<file path="src/rtl/fetch_redirect_unit.sv">
// fetch_redirect_unit: PC register, fetch addressing and IF/ID register with branch redirect/squash
//   clk, rst                 : clock, asynchronous active-high reset
//   BranchingSoFlush, BranchTarget : ID-stage redirect request and target (bit 0 forced to 0)
//   Stall                    : hazard hold, overridden by a redirect
//   InstrAddr, InstrData     : instruction-memory address (current PC) and same-cycle read data
//   IFID_Instr/PC/PCPlus/Valid : IF/ID pipeline register contents
//   FlushCount               : saturating count of honoured redirects
module fetch_redirect_unit #(
    parameter int PC_W = 16,
    parameter int INSTR_W = 16,
    parameter logic [PC_W-1:0] RESET_PC = 16'h0000,
    parameter logic [PC_W-1:0] PC_INC = 2,
    parameter logic [INSTR_W-1:0] NOP = 16'h0000
) (
    input  logic               clk,
    input  logic               rst,
    input  logic               BranchingSoFlush,
    input  logic [PC_W-1:0]    BranchTarget,
    input  logic               Stall,
    output logic [PC_W-1:0]    InstrAddr,
    input  logic [INSTR_W-1:0] InstrData,
    output logic [INSTR_W-1:0] IFID_Instr,
    output logic [PC_W-1:0]    IFID_PC,
    output logic [PC_W-1:0]    IFID_PCPlus,
    output logic               IFID_Valid,
    output logic [7:0]         FlushCount
);
    typedef enum logic {BOOT, RUN} state_t;
    state_t state_q, state_d;
    logic [PC_W-1:0] pc_q, pc_d, ifid_pc_q, ifid_pc_d, ifid_pcplus_q, ifid_pcplus_d;
    logic [INSTR_W-1:0] ifid_instr_q, ifid_instr_d;
    logic ifid_valid_q, ifid_valid_d;
    logic [7:0] flush_count_q, flush_count_d;
    logic run, flush, fetch;
    assign run = state_q == RUN;
    assign flush = run && BranchingSoFlush;
    assign fetch = run && !BranchingSoFlush && !Stall;
    always_comb begin
        state_d = RUN;
        pc_d = flush ? {BranchTarget[PC_W-1:1], 1'b0} : fetch ? pc_q + PC_INC : pc_q;
        ifid_instr_d = flush ? NOP : fetch ? InstrData : ifid_instr_q;
        ifid_pc_d = flush ? '0 : fetch ? pc_q : ifid_pc_q;
        ifid_pcplus_d = flush ? '0 : fetch ? pc_q + PC_INC : ifid_pcplus_q;
        ifid_valid_d = flush ? 1'b0 : fetch ? 1'b1 : ifid_valid_q;
        flush_count_d = (flush && flush_count_q != 8'hFF) ? flush_count_q + 8'd1 : flush_count_q;
    end
    always_ff @(posedge clk or posedge rst) begin
        if (rst) begin
            state_q <= BOOT;
            pc_q <= RESET_PC;
            ifid_instr_q <= NOP;
            ifid_pc_q <= '0;
            ifid_pcplus_q <= '0;
            ifid_valid_q <= 1'b0;
            flush_count_q <= '0;
        end else begin
            state_q <= state_d;
            pc_q <= pc_d;
            ifid_instr_q <= ifid_instr_d;
            ifid_pc_q <= ifid_pc_d;
            ifid_pcplus_q <= ifid_pcplus_d;
            ifid_valid_q <= ifid_valid_d;
            flush_count_q <= flush_count_d;
        end
    end
    assign InstrAddr = pc_q;
    assign IFID_Instr = ifid_instr_q;
    assign IFID_PC = ifid_pc_q;
    assign IFID_PCPlus = ifid_pcplus_q;
    assign IFID_Valid = ifid_valid_q;
    assign FlushCount = flush_count_q;
endmodule

</file>
<file path="config.mk">
export PLATFORM = sky130hd
export DESIGN_NAME = fetch_redirect_unit
export DESIGN_NICKNAME = d
export VERILOG_FILES = /design/src/rtl/fetch_redirect_unit.sv
export SDC_FILE = /design/constraint.sdc
export NUM_CORES = 1
export LEC_CHECK = 0
export BUFFER_PORTS_ARGS = -buffer_cell sky130_fd_sc_hd__buf_2
export CAP_MARGIN = 40
export CELL_PAD_IN_SITES_DETAIL_PLACEMENT = 0
export CELL_PAD_IN_SITES_GLOBAL_PLACEMENT = 2
export CORE_MARGIN = 1.5
export CORE_UTILIZATION = 30
export CTS_CLUSTER_DIAMETER = 150
export DETAILED_ROUTE_END_ITERATION = 6
export PLACE_DENSITY_LB_ADDON = 0.3
export SYNTH_ARGS = -nofsm -noshare
export SYNTH_HDL_FRONTEND = slang
export SYNTH_SLANG_ARGS = --single-unit
</file>
<file path="constraint.sdc">
create_clock -name clk -period 2.4 [get_ports clk]
set_input_delay 0.36 -clock clk [delete_from_list [all_inputs] [get_ports clk]]
set_output_delay 0.36 -clock clk [all_outputs]
set_load 0.02 [all_outputs]
</file>
# After elaboration in Yosys (flattened, before gate mapping)
# Cells that the tools add are included.
# classes
add_sub_neg,2
n_mul,0
n_div,0
n_lt_le_gt_ge,0
eq_ne,1
n_shift,0
muxes,9
bitwise_logic,0
reduce_logical,7
# ops
op,n
2-to-1 mux 16 bit,7
adder 16 x 2 -> 16 bit (second input constant),1
adder 8 x 1 -> 8 bit (second input constant),1
!= test 8 bit (second input constant),1
logical AND 1 bit,4
zero test 1 bit,2
2-to-1 mux 1 bit,2
nonzero test 2 bit,1
# totals
ff_bits,74
latchBits,0
ram_bits,0
romBits,0
output_inout_bits,73
word_cells,26
memories,0

# Logic depth before layout (Yosys ltp)
# logic_depth
ltp_word,5
ltp_mapped,6
depth_no_buf,5

# Worst setup path before layout
# Ideal clock, no wire load.
# synth_path
path_type,flip-flop to flip-flop
start,"register pc_q[1], in the netlist InstrAddr[1]"
end,"register pc_q[15], in the netlist InstrAddr[15]"
setup_time_ps,126
arrival_time_ps,1660
required_time_ps,2274
slack_ps,614
stages_incl_launch_ff,6
path_buffers,0
synth_period_minus_slack_ps,1786
cell_sequence,dfrtp_1 -> ha_1 -> nand4_1 -> nor4_4 -> mux2i_1 -> a221o_1
# synth_via
elab_chain_cells,3
# synth_rtl
element,line,text
start: declaration,30,"logic [PC_W-1:0] pc_q, pc_d, ifid_pc_q, ifid_pc_d, ifid_pcplus_q, ifid_pcplus_d;"
start signal: assignment,58,pc_q <= pc_d;
adder 16 x 2 -> 16 bit,40,"pc_d = flush ? {BranchTarget[PC_W-1:1], 1'b0} : fetch ? pc_q + PC_INC : pc_q;"
2-to-1 mux 16 bit (2 in series),40,
# Every way passes these cells. The select of a mux whose other input is x is not followed.
# A chain may end at the register's enable or synchronous reset.

# Worst setup path after layout
# Same ends and word-level chain as after synthesis.

==> results.yml <==
clocking:
  clk_pin_slew_ps: 80
  post_cts_buffers: 0
  cts_tree: "done"
  cts_root_buffer: "clkbuf_8"
  cts_hold_buffers: 0
  clockBufferDepth: 2
  cts_buffers: 9
  htree_levels: 3
  clk_latency_ps: 350
  cts_resized: 0
  cts_sinks: 72
timing:
  clock.fmax_ghz: 0.544
  setup_tns_ps: 0
  period_minus_slack_ps: 1840
  hold_viol_final: 0
  rsz0062_at_grt: "false"
  worst_slew_pin_slew_ps: 537
  period_share_pct: 76.7
  slew_viol_final: 0
  relSlewSlack_pct: 64.0
  setup_viol: 0
  clock_skew_ps: 6.71
floorplanning:
  start_util_pct: 31.2
  rows: 37
  die_h_um: 107
  die_x_um: 107
  io-pin-count: 109
  dieArea_um2: 11500
  coreArea_um2: 10500
placement:
  place.gp.congestion: 0.785
  io_buffers: 106
  dp.cells: 540
  placed_cell_area_um2: 4000
  hpwlAfterDp_um: 6330
routing:
  wire_per_inst_um: 15.9
  wl_met3_um: 518
  ant_nets: 0
  wl_met1_um: 4100
  wl_met2_um: 4100
  drtIter0Drc: 73
  dr.pass1.iters: 4
  wirelength_um: 8820
  maxUsedRoutingLayer: "met4"
  post-route-drc-count: 0
  vias: 2730
  vias_per_cell: 4.91
worst_setup_path:
  startpoint_type: "flop"
  critPathCaptureType: "flop"
  r2r_cells: 5
  crit_fanout: 8
  worstSetupStartpoint: "InstrAddr[1]"
  timing.rr.end: "InstrAddr[15]"
  r2r_start: "InstrAddr[1]"
  crit_type: "flop to flop"
  critPathArrivalTime_ps: 2070
  required_ps: 2630
  reg2reg_slack_ps: 560
finish:
  drive_gt1_share_pct: 35.7
  fillers: 1123
  num_antenna_cells: 0
  nets: 453
  area_growth_pct: 29.7
  fin_area_um2: 4240
  layout.cells.non_filler: 556
yosys:
  synth-edff-count: 0
  syn_inst: 308
  ys_types: 48
  synth_top_cell_area_share_pct: 55.2
  synth_area_leaders: "dfrtp_1, a22o_1, nand2_1, o21ai_0, xnor2_1"
  syn_area_per_cell_um2: 10.6
  syn-num-nets: 346
  syn-cell-area_um2: 3270
  synth_area_leader_cell: "dfrtp_1"
  ys_top_cells_by_count: "dfrtp_1, nand2_1, a22o_1"
  synthMostInstantiatedCell: "dfrtp_1"
  seq_area_frac_synth_pct: 55.2
  synthArstFlopShare_pct: 100
  ys_ff_latch: 72
  ys.flop_type: "dfrtp_1"
  ys_warn_count: 0
global_routing:
  gr-total-overflow: 0
  antenna_found_initial: 0
  grt_usage_pct: 15.8
  grt_pass1_wl_um: 13800
  grt_max_degree: 30
  grt_pass1_vias: 2587
power:
  p_per_area_nw_per_um2: 838
  leakagePower_nw: 2.10
  ir_drop_mv: 0.462
  p_total_w: 0.00355
min_path:
  min_path_type: "primary input to async pin"
flow_run:
  cap_violations: 0
status:
  outcome: "complete, no violations"
-- metrics by stage --
stage / utilization (%) / hold slack, ps / setup slack, ps
2_1_floorplan: - / 485 / 215
3_3_place_gp: 38.2 / 407 / 554
3_5_place_dp: 38.2 / 416 / 554
4_1_cts: 40.5 / 25.7 / 536
5_1_grt: 40.5 / 46.6 / 419
6_report: 40.5 / 25.3 / 560
-- routing by layer --
metal,up-vias,global-route usage (%)
met1,1326,20.7
met4,0,5.64
li1,1317,-
met5,-,0
met2,79,25.1
met3,8,4.00
-- flip-flops by register name (all words and copies together), names as in the netlist --
signal,flops
IFID_Valid,1
FlushCount,8
IFID_PC,16
run,1
IFID_PCPlus,15
InstrAddr,15
IFID_Instr,16
-- where the power goes --
group	total [W]	switching, W	internal [W]
Clock	0.00115	0.000466	0.000687
Combinational	0.000834	0.000508	0.000326
Sequential	0.00156	0.000192	0.00137
-- layout by cell type (no fill, tap or decap), drive strengths merged, types with 3 or more instances in the layout --
master / synthesis / layout
buf: 20 / 122
clkbuf: 6 / 10
o21ai: 21 / 21
nand4: 6 / 6
a311oi: 3 / 3
clkinv: 0 / 3
nand2: 40 / 40
bufinv: 0 / 3
and2: 3 / 3
xnor2: 10 / 10
nor3: 9 / 9
a22o: 29 / 29
inv: 9 / 8
xor2: 4 / 4
a211oi: 6 / 6
nor4: 5 / 5
a21oi: 8 / 8
dfrtp: 72 / 72
nand3: 5 / 5
o22ai: 8 / 8
nor2: 13 / 13
-- worst max path at each step --
stage                    endpoint  slack (ps)  cells after the start
floorplan           FlushCount[0]         220                      1
global route        InstrAddr[13]         420                      5
global placement    InstrAddr[15]         550                      5
CTS                 InstrAddr[15]         540                      5
detailed placement  InstrAddr[15]         550                      5
finish              InstrAddr[15]         560                      5
-- cell families after synthesis --
logic type,share of synthesized area (%)
AOI/OAI and AO/OA,19.8
xor gates and xnor gates,3.75
adders and majority gates,0.766
buffers and inverters,4.98
DFF,55.2
muxes,0.996
other,0.230
and+or+nand+nor,14.4
-- final cells by class --
cell class                      instances  area, um^2  share of cell area, %
Sequential cell                        72        1800                   42.5
Multi-Input combinational cell        201        1320                   31.1
Clock buffer                           10         128                   3.01
Inverter                                9        35.0                  0.827
Timing Repair Buffer                  122         676                   15.9
Clock inverter                          6         108                   2.54
Tap cell                              136         170                   4.02
-- worst max-delay path, cell delays in order (launching register included) --
cell and delay [ps]:
dfrtp_1 480, ha_1 230, nand4_1 280, nor4_4 330
mux2i_1 140, a221o_1 260
No activity file was read; power rests on OpenSTA's default activity.
